[src/rtl/dec_scan_seq.sv]
// dec_scan_seq: registered N-to-2^N one-hot decoder with an auto-scan sequencer.
// In decode mode the index holds the last loaded select value. In scan mode the
// index steps up or down once every DIV enabled clocks and wraps at the ends.
// The one-hot output is registered from the next index, so y never lags idx.

module dec_scan_seq #(
    parameter int N   = 4,
    parameter int DIV = 1
) (
    input  logic           clk,
    input  logic           rst_n,
    input  logic           en,
    input  logic           load,
    input  logic [N-1:0]   w,
    input  logic           scan,
    input  logic           dir,
    output logic [2**N-1:0] y,
    output logic [N-1:0]   idx,
    output logic           wrap
);

    localparam int              PCW     = (DIV > 1) ? $clog2(DIV) : 1;
    localparam logic [PCW-1:0]  PC_LAST = PCW'(DIV - 1);
    localparam logic [N-1:0]    IDX_MAX = '1;

    logic [PCW-1:0]  pc;
    logic [PCW-1:0]  pc_nxt;
    logic [N-1:0]    idx_nxt;
    logic            wrap_nxt;
    logic [2**N-1:0] y_nxt;

    // Next index, prescaler count and wrap flag, in load > enable > mode > prescale priority.
    always_comb begin
        // NOTE: every variable gets a default before any branch, so no path leaves it unassigned and no latch is inferred.
        idx_nxt  = idx;
        pc_nxt   = pc;
        wrap_nxt = 1'b0;
        if (load) begin
            idx_nxt = w;
            pc_nxt  = '0;
        end else if (!en) begin
            // Disabled: index and prescaler both freeze.
            pc_nxt = pc;
        end else if (!scan) begin
            // Decode mode keeps the prescaler parked so a later scan starts a full period.
            pc_nxt = '0;
        end else if (pc != PC_LAST) begin
            pc_nxt = pc + PCW'(1);
        end else begin
            pc_nxt = '0;
            if (dir) begin
                idx_nxt  = idx - N'(1);
                wrap_nxt = (idx == '0);
            end else begin
                idx_nxt  = idx + N'(1);
                wrap_nxt = (idx == IDX_MAX);
            end
        end
    end

    // One-hot of the index being registered this edge; all zeros when disabled.
    always_comb begin
        y_nxt = '0;
        if (en) begin
            y_nxt[idx_nxt] = 1'b1;
        end
    end

    // State register with asynchronous clear.
    always_ff @(posedge clk or negedge rst_n) begin
        if (!rst_n) begin
            idx  <= '0;
            pc   <= '0;
            y    <= '0;
            wrap <= 1'b0;
        end else begin
            // NOTE: non-blocking assignments here so every register samples pre-edge values, independent of statement order.
            idx  <= idx_nxt;
            pc   <= pc_nxt;
            y    <= y_nxt;
            wrap <= wrap_nxt;
        end
    end

endmodule

[config.mk]
export PLATFORM = sky130hd
export DESIGN_NAME = dec_scan_seq
export DESIGN_NICKNAME = d
export VERILOG_FILES = /design/src/rtl/dec_scan_seq.sv
export SDC_FILE = /design/constraint.sdc
export NUM_CORES = 1
export LEC_CHECK = 0
export CAP_MARGIN = 5
export CORE_MARGIN = 3
export CORE_UTILIZATION = 41
export CTS_CLUSTER_DIAMETER = 80
export CTS_CLUSTER_SIZE = 40
export DETAILED_ROUTE_END_ITERATION = 10
export HOLD_SLACK_MARGIN = 0.02
export PLACE_DENSITY = 0.72
export REMOVE_ABC_BUFFERS = 1
export SYNTH_ARGS = -nofsm -noshare
export SYNTH_HDL_FRONTEND = slang
export SYNTH_SLANG_ARGS = --single-unit
[constraint.sdc]
create_clock -name clk -period 2.3 [get_ports clk]
set_input_delay 0.575 -clock clk [delete_from_list [all_inputs] [get_ports clk]]
set_output_delay 0.575 -clock clk [all_outputs]
set_load 0.005 [all_outputs]
; ---- Word-level counts from Yosys, hierarchy flattened
; Cells that the tools add are included.
[totals]
inputBits = 10
register_bits = 22
out_inout_bits = 21
[op_classes]
reduce_logical = 3
order_cmp = 2
eq_ne = 1
mux = 17
addsub = 3
[op_table]
columns = operator, n
row1 = 4-bit two-way mux, 5
row2 = 16-bit two-way mux, 1
row3 = 1-bit two-way mux, 10
row4 = 4-bit by 5-bit < comparator with 1-bit output (second input constant), 1
row5 = 4-bit by 1-bit adder with 4-bit output (second input constant), 1
row6 = 1-bit demux with 4-bit select, 1
row7 = 4-bit == test (second input constant), 1
row8 = 4-bit by 1-bit greater-or-equal comparator with 1-bit output (second input constant), 1
row9 = 4-bit logical NOT, 1
row10 = 4-bit by 1-bit subtractor with 4-bit output (second input constant), 1
row11 = 2-bit nonzero test, 1
row12 = 1-bit adder (second input constant), 1
row13 = 1-bit logical AND, 1

; ---- Longest topological paths before layout
; Gate-level depths: netlist (run 1).
[logic_depth]
depth_word = 11
depth_mapped = 8
ltp_nobuf = 7

; ---- Worst setup path after synthesis (run 1)
; Ideal clock, no wire load.
[synth_path]
kind = input -> register
from = in dir
to = reg y[2]
path_slack_ns = 0.202
path_buffers = 1
arrival_time_ns = 2.018
setup_time_ns = 0.080
stages = 8
t_required_ns = 2.220
path_cell_list = ha_1 a21oi_1 a211oi_1 a2111oi_0 and2_1 buf_6 inv_6 nor3_2
[synth_via]
elab_chain_len = 10
elab_cells_between_ends = 11
cone_classes = order compare (2) / mux (8) / reduce/logical (1)
[synth_rtl]
columns = item, line
row1 = start: declaration, 16  ; input logic dir,
row2 = 4-bit two-way mux (*), 51  ; if (dir) begin
row3 = 4-bit two-way mux (*), 47  ; end else if (pc != PC_LAST) begin
row4 = 4-bit two-way mux (*), 44  ; end else if (!scan) begin
row5 = 4-bit two-way mux (*), 41  ; end else if (!en) begin
row6 = 4-bit two-way mux (*), 38  ; if (load) begin
row7 = named net idx_nxt[3], 28  ; logic [N-1:0] idx_nxt;
row8 = 4-bit by 5-bit < comparator with 1-bit output (not written as such) or 4-bit by 1-bit greater-or-equal comparator with 1-bit output (tied branches), 65  ; y_nxt[idx_nxt] = 1'b1;
row9 = 1-bit logical AND (not written as such), 65
row10 = 1-bit two-way mux (not written as such), 65
row11 = 1-bit demux with 4-bit select (*), 65
row12 = 16-bit two-way mux (*), 64  ; if (en) begin
row13 = named net y_nxt[2], 30  ; logic [2**N-1:0] y_nxt;
row14 = end signal: assignment, 80  ; y <= y_nxt;
row15 = end: declaration, 17  ; output logic [2**N-1:0] y,
; Mark *: on every way through the listed nets, which the timed path passes. The rest lies on a longest branch.
; A chain may end at the register's enable or synchronous reset.

; ---- Final worst setup path (run 1)
[layout_path]
from = in dir
to = reg y[9]
[layout_via]
elab_chain_len = 10
elab_cells_between_ends = 11
cone_classes = order compare (2) / mux (8) / reduce/logical (1)
[layout_rtl]
columns = item, line
row1 = 4-bit two-way mux (*), 51
row2 = 4-bit two-way mux (*), 47
row3 = 4-bit two-way mux (*), 44
row4 = 4-bit two-way mux (*), 41
row5 = 4-bit two-way mux (*), 38
row6 = 4-bit by 5-bit < comparator with 1-bit output (not written as such) or 4-bit by 1-bit greater-or-equal comparator with 1-bit output (tied branches), 65
row7 = 1-bit logical AND (not written as such), 65
row8 = 1-bit two-way mux (not written as such), 65
row9 = 1-bit demux with 4-bit select (*), 65
row10 = 16-bit two-way mux (*), 64
row11 = named net y_nxt[9], 30
; Marked as above.

==> results by group, run 1 <==
Synthesis
  – Largest cells by area after synthesis: dfrtp_1 53%, nor2_1 5.3%, a21oi_1 3.5%
  – Synth cell types: 30
  – Synth async-reset ratio: 100%
  – Largest family of logic cells by synthesized area: simple AND/OR/NAND/NOR gates
  – Simple-Gate Fraction of Synth Area: 23.4%
  – Synth area leader: dfrtp_1
  – Post-Syn Instances: 96
  – Post-synth EDFFs: 0
  – Mean Syn Cell Area: 10.3 um^2
  – Mux share of post-synthesis cell area: 3.16%
  – Cell Area, Synth: roughly 1000 um^2
  – Synth Area in Adders: 4.55%
  – Synth Area in Compound Gates: 8.72%
  – Post-synth top area share: between 50% and 60%
  – Sequential fraction of the synthesis area: a little over half
  – XOR/XNOR share of the synthesized area: 0.885%
  – Flops & latches, synth: 21
  – Warning count from the yosys run: 0
  – Post-synth top flop: dfrtp_1

Power
  – Power per Cell Area: 576 nW/um^2
  – Total chip power: 0.000823 W
  – Gate power share: 29.3%
  – Power share of the clock group: 21.1%
  – Psw: ~0.00024 W
  – Peak VDD IR: 0.389 mV
  – Switching part of the total: about 29%
  – Pleak: 0.652 nW
  – Flop pwr share: 49.6%
  – Pint: 0.000582 W

Placement
  – Placer's final routability congestion estimate: between 0.8 and 0.9
  – Port bufs: 30
  – Dpl hpwl: 1600 um

Critical path
  – CP arrival: 2.42 ns
  – Worst setup EP type: register
  – CP Launch Type: primary input
  – Worst path required time: 2.53 ns
  – Critical path type: in -> reg
  – Crit-path max FO: 4

STA
  – Top achievable clock speed: 456 MHz
  – Setup TNS: 0 ns
  – Final Max Tran Viols: 0
  – Fin crit share: 95.4%
  – Slew @ Worst Pin: 0.334 ns
  – RSZ-0062 raised after global routing: false
  – Max_slew headroom: 77.7%
  – Minimum clock period: 2.19 ns
  – Setup-failing EPs final: 0
  – Post-Route Skew: roughly 0.0026 ns
  – WHS: 0.595 ns
  – Final Hold Vio Count: 0

Global routing
  – Largest net degree at the start of global routing: 22
  – Gr usage total: between 15 and 20%
  – Initial antenna violation count: 0
  – Vias in the first global route: about 770
  – Global route overflow: 0
  – First-pass GRT wire length: approximately 3500 um

Min path
  – HP Class: in -> async

Detailed routing
  – DR DRC count: 0
  – WL final: 2130 um
  – Initial DRT Pass Iterations: 4
  – ANT nets after route: 0
  – Drt via density: 4.99
  – Vias: 823
  – DR iter-0 viols: 16
  – Avg WL per Cell: 12.9 um

Clock network
  – Total CTS buffers: 3
  – CTS tree: built
  – Reg clk slew, reported paths: 0.12 ns
  – CTS root buffer: clkbuf_4
  – Total clock sinks: 21
  – Worst-skew pair later-pin latency: 0.30 ns
  – Post-CTS Hold Fix Bufs: 0
  – # H-tree levels: 1
  – Max clock buf depth: 2

Cells and area
  – Area delta synth->final: 44.4%
  – Nets: 151
  – # diodes: 0
  – Fillers: 185
  – Layout cells sized above 1: 20.4%

Run
  – Max_cap viols: 0

Outcome
  – Status: finished clean

Die
  – DIE HEIGHT: about 55 um
  – I/O Pins: 31
  – Initial core utilization: 43.9%
  – Die X: approximately 55 um
  – Core Rows: 17
  – Total die area: between 3000 and 4000 um^2
  – Core box area: 2250 um^2
cell families after synthesis:
| kind of cell | after synthesis |
|---|---|
| buffers and inverters | 10 |
| AO/OA/AOI/OAI | 13 |
| XOR/XNOR | 1 |
| flip-flops | 21 |
| AND/OR/NAND/NOR | 45 |
| adder cells (fa/ha/maj) | 3 |
| multiplexers | 3 |
worst max-delay path: stages:
cell and delay (ns):
dlygate4sd2_1 0.29, buf_4 0.17, fa_1 0.49, mux2_2 0.29
mux2i_2 0.19, and2_4 0.19, nand3_1 0.10, nor2_1 0.12
power by group through the flow:
stage | logic, W | clock network [W] | registers (W)
floorplan | 0.000103 | 0 | 0.000414
global placement | 0.000216 | 0 | 0.000414
detailed placement | 0.000220 | 0 | 0.000415
CTS | 0.000240 | 0.000177 | 0.000408
global route | 0.000267 | 0.000200 | 0.000413
finish | 0.000241 | 0.000174 | 0.000408
final timing paths:
kind	start	cells after the start	to	slack, ns
min	rst_n	2	y[5]$_DFF_PN0_	0.59
max	dir	8	y[9]$_DFF_PN0_	0.11
max reg2reg	idx[2]$_DFF_PN0_	7	y[2]$_DFF_PN0_	0.24
max in group asynchronous	rst_n	2	y[9]$_DFF_PN0_	1.50
min reg2reg	idx[1]$_DFF_PN0_	2	idx[1]$_DFF_PN0_	0.73
min in group clk	idx[1]$_DFF_PN0_	2	idx[1]$_DFF_PN0_	0.73
layout by cell type, fill, tap and decap left out, types with 2 or more instances in the layout:
cell type,count
a21oi_1,6
and2_4,2
buf_4,10
clkbuf_4,3
clkdlybuf4s50_1,29
dfrtp_1,21
inv_1,6
nand2_1,9
nand3_1,4
nor2_1,14
nor3_1,4
nor3_2,3
flip-flops by register name, indices dropped and copies added (netlist names):
register	cells
idx	4
y	16
wrap	1
cell type report:
cell class                      instances  area (um^2)  area share [%]
Tap cell                               28         35.0            2.45
Inverter                                7         31.3            2.19
Clock inverter                          1         5.00           0.350
Clock buffer                            3         22.5            1.58
Multi-Input combinational cell         65          435            30.5
Sequential cell                        21          526            36.8
Timing Repair Buffer                   40          374            26.2
per-layer routing:
layer  share of wire, %  routed length, um  track usage, %
met4                1.5                 31            4.86
met5                  0                  0               0
met2                 50               1060            27.2
met3                3.7                 79            1.61
met1                 45                954            21.4
repair_timing:
action	in CTS	in global routing
endpoints found under the setup margin	18	1
setup buffers	1	0
gates resized for setup	8	1
pin swaps	2	1
cells in the mapped netlist (2+ instances only):
cell	number
nand3_1	4
buf_6	2
nor2_1	14
nand2_1	9
nor3_2	2
inv_1	6
nor3_1	5
ha_1	2
a21oi_1	7
and2_1	4
dfrtp_1	21
mux2i_1	2
per-stage QoR:
stage	utilization [%]	instance area (um^2)	cells	setup WS [ns]
final	63.4	1430	165	0.106
after global routing	63.4	1430	165	0.0123
after global placement	60.4	1360	160	-0.429
after CTS	63.3	1430	165	0.125
after detailed placement	60.4	1360	160	-0.487
after floorplan	-	960	93	0.0984
Note: power is estimated with default switching activity, not from simulation.
==> run 2: changes to the inputs <==
--- a/config.mk
+++ b/config.mk
@@ -5,14 +5,14 @@
 export SDC_FILE = /design/constraint.sdc
 export NUM_CORES = 1
 export LEC_CHECK = 0
+export ABC_AREA = 1
 export CAP_MARGIN = 5
 export CORE_MARGIN = 3
 export CORE_UTILIZATION = 41
-export CTS_CLUSTER_DIAMETER = 80
 export CTS_CLUSTER_SIZE = 40
 export DETAILED_ROUTE_END_ITERATION = 10
 export HOLD_SLACK_MARGIN = 0.02
-export PLACE_DENSITY = 0.72
+export PLACE_DENSITY = 0.74
 export REMOVE_ABC_BUFFERS = 1
 export SYNTH_ARGS = -nofsm -noshare
 export SYNTH_HDL_FRONTEND = slang
==> run 2 against run 1 <==
Effect of this change:
- via count fell by 13%
- cell area fell by 10%
- sequential share of layout area rose by 4.2 points
- power fell by 11%
- critical path type unchanged
- largest cell class unchanged
- combinational power fell by 31%
- register-to-register slack improved by 0.36 ns
- clock-buffer cell count rose by 1
- critical endpoint is now y[7]$_DFF_PN0_
==> results by group, run 2 <==
Min path
  – HP Class: in -> async

STA
  – Top achievable clock speed: 491 MHz
  – Minimum clock period: slightly above 2 ns
  – Final Hold Vio Count: 0
  – Setup TNS: 0 ns
  – Max_slew headroom: 83.1%
  – RSZ-0062 raised after global routing: false
  – Setup-failing EPs final: 0
  – WHS: 0.609 ns
  – Post-Route Skew: 0.00582 ns
  – Slew @ Worst Pin: 0.254 ns
  – Final Max Tran Viols: 0
  – Fin crit share: around nine tenths

Detailed routing
  – Max Used Layer: met4
  – DR WL met3: 94 um
  – ANT nets after route: 0
  – WL final: 1800 um
  – Avg WL per Cell: 11.2 um
  – Initial DRT Pass Iterations: 4
  – Met2 WL: about 830 um
  – Met1 WL: 846 um
  – DR DRC count: 0
  – DR iter-0 viols: 9
  – Drt via density: approximately 4.5
  – Vias: slightly above 700

Synthesis
  – Sequential fraction of the synthesis area: 58.9%
  – Synth Area in Compound Gates: around 4.9%
  – Post-synth top flop: dfrtp_1
  – Synth area leader: dfrtp_1
  – XOR/XNOR share of the synthesized area: less than 1%
  – Largest family of logic cells by synthesized area: simple AND/OR/NAND/NOR gates
  – Synth cell types: 16
  – Mux share of post-synthesis cell area: 0%
  – Simple-Gate Fraction of Synth Area: 25.1%
  – Warning count from the yosys run: 0
  – Post-synth EDFFs: 0
  – Flops & latches, synth: 21
  – Commonest cells post-synth: 21 x dfrtp_1, 20 x nor2_1, 18 x nand2_1
  – Cell Area, Synth: 892 um^2
  – Largest cells by area after synthesis: dfrtp_1 59%, nor2_1 8.4%, nand2_1 7.6%
  – Synth Area in Adders: 5.05%
  – Post-Syn Instances: 95
  – Most frequent cell after synthesis: dfrtp_1
  – Mean Syn Cell Area: around 9.4 um^2
  – Synth async-reset ratio: 100%
  – Post-synth top area share: 58.9%

Cells and area
  – Fillers: 161
  – Most frequent cells in the layout: 30 x clkdlybuf4s50_1, 21 x dfrtp_1, 20 x nor2_1, 18 x nand2_1, 12 x inv_1
  – Commonest non-fill, non-tap cell in the layout: clkdlybuf4s50_1
  – Number of flip-flops in the largest register: 16
  – Final Util: 64.1%
  – Layout cells sized above 1: about a tenth
  – Nets: 147
  – # diodes: 0
  – Top reg by flops: y
  – Biggest regs: y x16, idx x4, wrap x1
  – Area delta synth->final: 43.8%

Critical path
  – Crit-path max FO: 4
  – CP Launch Point: dir
  – Reg2Reg Capture Point: y[1]$_DFF_PN0_
  – Worst path required time: 2.53 ns
  – Worst r2r src: idx[0]$_DFF_PN0_
  – Critical path type: in -> reg
  – CP arrival: around 2.3 ns
  – Worst setup EP type: register
  – Crit path to: y[7]$_DFF_PN0_
  – Register-to-Register Path Depth: 6
  – CP Launch Type: primary input
  – Register-to-register setup slack: around 0.60 ns

Clock network
  – Total CTS buffers: 3
  – CTS tree: built
  – # H-tree levels: 1
  – Post-CTS Hold Fix Bufs: 0
  – Max clock buf depth: 2
  – Worst-skew pair later-pin latency: 0.29 ns
  – Post-CTS Resized: 0
  – Total clock sinks: 21
  – CTS root buffer: clkbuf_4
  – Reg clk slew, reported paths: between 0.1 and 0.15 ns
  – Post-CTS setup repair buffer count: 0

Die
  – DIE HEIGHT: 52.6 um
  – Die X: 52.6 um
  – Core box area: roughly 2000 um^2
  – Initial core utilization: between 40% and 50%
  – I/O Pins: 31
  – Total die area: ~2800 um^2
  – Core Rows: 16

Global routing
  – Initial antenna violation count: 0
  – Global route overflow: 0
  – First-pass GRT wire length: 3110 um
  – Largest net degree at the start of global routing: 22
  – Vias in the first global route: 709
  – Gr usage total: 15.2%

Power
  – Peak VDD IR: between 0.4 and 0.5 mV
  – Pleak: 0.630 nW
  – Power per Cell Area: 573 nW/um^2

Placement
  – Placer's final routability congestion estimate: a little over 0.8
  – Port bufs: 30
  – Dpl hpwl: 1430 um

Run
  – Max_cap viols: 0

Outcome
  – Status: finished clean
==> run 2: per-stage QoR <==
step / power, W / setup WS, ns / instance area, um^2 / std cells
global route: 0.000785 / 0.112 / 1280 / 160
floorplan: 0.000490 / 0.577 / 892 / 95
finish: 0.000735 / 0.263 / 1280 / 160
detailed placement: 0.000578 / -0.0671 / 1260 / 156
global placement: 0.000575 / -0.0685 / 1260 / 156
CTS: 0.000744 / 0.246 / 1280 / 160
==> run 2: area by class of cell <==
class                           instances  area, um^2  area share, %
Inverter                               12        45.0           3.51
Tap cell                               27        33.8           2.63
Sequential cell                        21         526           41.0
Clock buffer                            4        26.3           2.05
Multi-Input combinational cell         62         322           25.1
Timing Repair Buffer                   34         330           25.8
==> run 2: power breakdown <==
| part | total (W) | leakage, nW | switching, W | internal, W |
|---|---|---|---|---|
| registers | 0.000402 | 0.282 | 0.0000159 | 0.000386 |
| clock network | 0.000167 | 0.0150 | 0.0000991 | 0.0000675 |
| logic | 0.000166 | 0.333 | 0.0000832 | 0.0000830 |
| total | 0.000735 | 0.630 | 0.000198 | 0.000537 |
==> run 2: metal layers <==
layer  track usage [%]  up-vias
met5                 0        -
met4              3.83        0
met3              5.13        4
met2              22.5       18
met1              21.3      326
li1                  -      371
==> run 2: how the worst min path moves through the flow <==
stage	from	slack, ns	cells past startpoint	end
2_1_floorplan	rst_n	0.28	0	idx[0]$_DFF_PN0_
3_3_place_gp	idx[2]$_DFF_PN0_	0.66	3	wrap$_DFF_PN0_
3_5_place_dp	idx[1]$_DFF_PN0_	0.67	3	wrap$_DFF_PN0_
4_1_cts	rst_n	0.61	2	y[0]$_DFF_PN0_
5_1_grt	rst_n	0.62	2	wrap$_DFF_PN0_
6_report	rst_n	0.61	2	y[2]$_DFF_PN0_
==> run 2: cell families after synthesis <==
group / count (synthesis)
xor+xnor: 1
flops: 21
buf+inv: 12
compound gates: 5
fa+ha+maj: 3
simple gates: 53
==> run 2: critical path, stage by stage <==
cell,delay (ns)
clkdlybuf4s50_1,0.49
ha_1,0.34
or2_2,0.29
nand2_1,0.07
nand2_1,0.04
nand3_1,0.06
nand2_1,0.08
nand2_1,0.11
nand2_1,0.11
nor2_1,0.12
==> RTL change (settings of run 2) <==
Put one more register stage on the output `y`. The value now appears one clock later. The other outputs are not delayed to match. Comments in the files are not updated.
--- a/src/rtl/dec_scan_seq.sv
+++ b/src/rtl/dec_scan_seq.sv
@@ -22,6 +22,8 @@
     localparam int              PCW     = (DIV > 1) ? $clog2(DIV) : 1;
     localparam logic [PCW-1:0]  PC_LAST = PCW'(DIV - 1);
     localparam logic [N-1:0]    IDX_MAX = '1;
+
+    logic [2**N-1:0] y_s0;
 
     logic [PCW-1:0]  pc;
     logic [PCW-1:0]  pc_nxt;
@@ -71,16 +73,20 @@
         if (!rst_n) begin
             idx  <= '0;
             pc   <= '0;
-            y    <= '0;
+            y_s0 <= '0;
             wrap <= 1'b0;
         end else begin
             // NOTE: non-blocking assignments here so every register samples pre-edge values, independent of statement order.
             idx  <= idx_nxt;
             pc   <= pc_nxt;
-            y    <= y_nxt;
+            y_s0 <= y_nxt;
             wrap <= wrap_nxt;
         end
     end
 
+    always_ff @(posedge clk) begin
+        y <= y_s0;
+    end
+
 endmodule
 
Formal check against the unedited RTL: not equivalent (Yosys sat finds a counterexample within 4 cycles, from zero or initial values and one cycle with rst_n low).
==> RTL change against run 2 <==
- area after synthesis rose by 37%
- routed wire length increased by 33%
- die area increased by 32%
- cell area is 29% higher
- highest routed layer unchanged
- critical path depth unchanged
- sequential cell count grew 16
- maximum frequency fell by 3.4%
- power up 63%
- sequential power is 72% higher
- count of clock-buffer cells in the layout increased by 1
- setup slack got worse by 0.072 ns
- register-to-register slack got worse by 0.13 ns
- core utilization shrank 5.2 points
==> RTL change: results <==
[setup_path]
cp_slowest_cell = clkdlybuf4s50_1
r2r_slack_ns = 0.47
rr_startpoint = idx[0]$_DFF_PN0_
r2r-end = y_s0[11]$_DFF_PN0_
arrival_ns = 2.33
cpPeakStageDelay_ns = 0.50
reg2regPathDepth = 9
crit_fanout = 4
cp_top_family = buffers and inverters

[yosys]
yosysSeqAreaShare_pct = 69.40
synth.top_cell.area_share_pct = 43.12
yosys.area.top_type = dfrtp_1
ys_warn_count = 0
async_reset_ff_share_pct = 56.76
ys_top_cells_by_count = dfrtp_1, nor2_1, nand2_1
synth_cell_types = 19
yosys-top-cells-area = dfrtp_1, dfxtp_1, nor2_1

[hold_path]
holdCritStartpoint = y_s0[12]$_DFF_PN0_
worstHoldEndpoint = y[12]$_DFF_P_
hp-class = reg -> reg
hold_depth = 0

[clocking]
cts_resized = 0
path_clk_slew_ns = 0.11
cts-htree-levels = 2
cts_root_buf = clkbuf_4
cts_setup_buffers = 0
numCtsBuffers = 5
clockBufferDepth = 2
clk-insertion-delay-late_ns = 0.33

[cells_and_area]
fillCellCount = 228
top_regs = y x16, y_s0 x16, idx x4
n_antenna_cell = 0
drive_gt1_share_pct = 13.07
fin_nets = 165

[drt]
dr_total_vias = 876
routed_wl_um = 2386
dr.pass1.iters = 4
drt-initial-drc-count = 10

[timing]
worstMarginPinSlew_ns = 0.2593
finalSetupViolCount = 0
clock_skew_ns = 0.01059
whs_ns = 0.3518

[place]
dp_slack_ns = -0.1393
globalplace.congestion = 0.7789
dp_hpwl_um = 1724
portBuffers = 30

[power_and_ir_drop]
swShare_pct = 26.86
vdd_drop_max_mv = 0.4355
p_leak_nw = 0.7813

[global_route]
grt_max_degree = 22
grt_pass1_vias = 839
antenna_found_initial = 0
grt_pass1_wl_um = 3594
grt_util_all_layers_pct = 13.85

[status]
status = finished clean
[RTL change: cell types whose count changed after synthesis, sizes merged]
cell,run 2,this run
dfxtp,0,16
a21oi,3,4
a41oi,0,1
nand2,20,19
nor2,20,19
nor3,2,1
[RTL change: kinds of logic after synthesis]
family,share of synthesized area (%)
buf+inv,3.696
fa+ha+maj,3.696
simple gates,17.76
flops,69.40
compound gates,4.722
xor+xnor,0.7188
[RTL change: how the worst max path moves through the flow]
stage	end	start	slack [ns]	depth (start not counted)
finish	y_s0[11]$_DFF_PN0_	dir	0.19	10
global route	y_s0[4]$_DFF_PN0_	dir	0.05	10
CTS	y_s0[4]$_DFF_PN0_	dir	0.22	10
detailed placement	y_s0[4]$_DFF_PN0_	dir	-0.14	10
global placement	y_s0[8]$_DFF_PN0_	dir	-0.06	10
floorplan	y_s0[6]$_DFF_PN0_	dir	0.58	8
[RTL change: worst register-to-register path: cells and delay by family, from the launching register on]
family                     cells  cell delay, ns
and+or+nand+nor                5            0.52
DFF                            1            0.49
adders and majority gates      1            0.46
AOI/OAI and AO/OA              1            0.16
buffers and inverters          2            0.09
[RTL change: final cells by class]
type	instances	area share (%)
multi-input cells	61	19.86
flip-flops and latches	37	51.25
clock buffers	5	2.274
well taps	31	2.350
clock inverters	3	1.061
repair buffers	35	20.47
inverters	12	2.729
[RTL change: routing by layer]
layer  vias to the layer above  share of wire (%)  track usage [%]
met4                         0                1.7            7.740
met1                       403                 41            14.86
met5                         -                  0                0
met2                        40                 52            24.23
met3                         4                5.9            4.255
li1                        429                  -                -
[RTL change: power by group through the flow]
| stage | registers [mW] | clock network (mW) | logic (mW) |
|---|---|---|---|
| 2_1_floorplan | 0.703 | 0 | 0.0826 |
| 3_3_place_gp | 0.704 | 0 | 0.170 |
| 3_5_place_dp | 0.706 | 0 | 0.178 |
| 4_1_cts | 0.692 | 0.331 | 0.178 |
| 5_1_grt | 0.695 | 0.357 | 0.198 |
| 6_report | 0.692 | 0.323 | 0.179 |
[RTL change: per-stage QoR]
stage                     util, %  TNS, ns  instances  instance area [µm²]
after global routing        58.83        0        184                 1650
after global placement      56.87  -0.4641        176                 1595
after CTS                   58.83        0        184                 1650
final                       58.83        0        184                 1650
after detailed placement    56.87   -1.744        176                 1595
after floorplan                 -        0        110                 1219
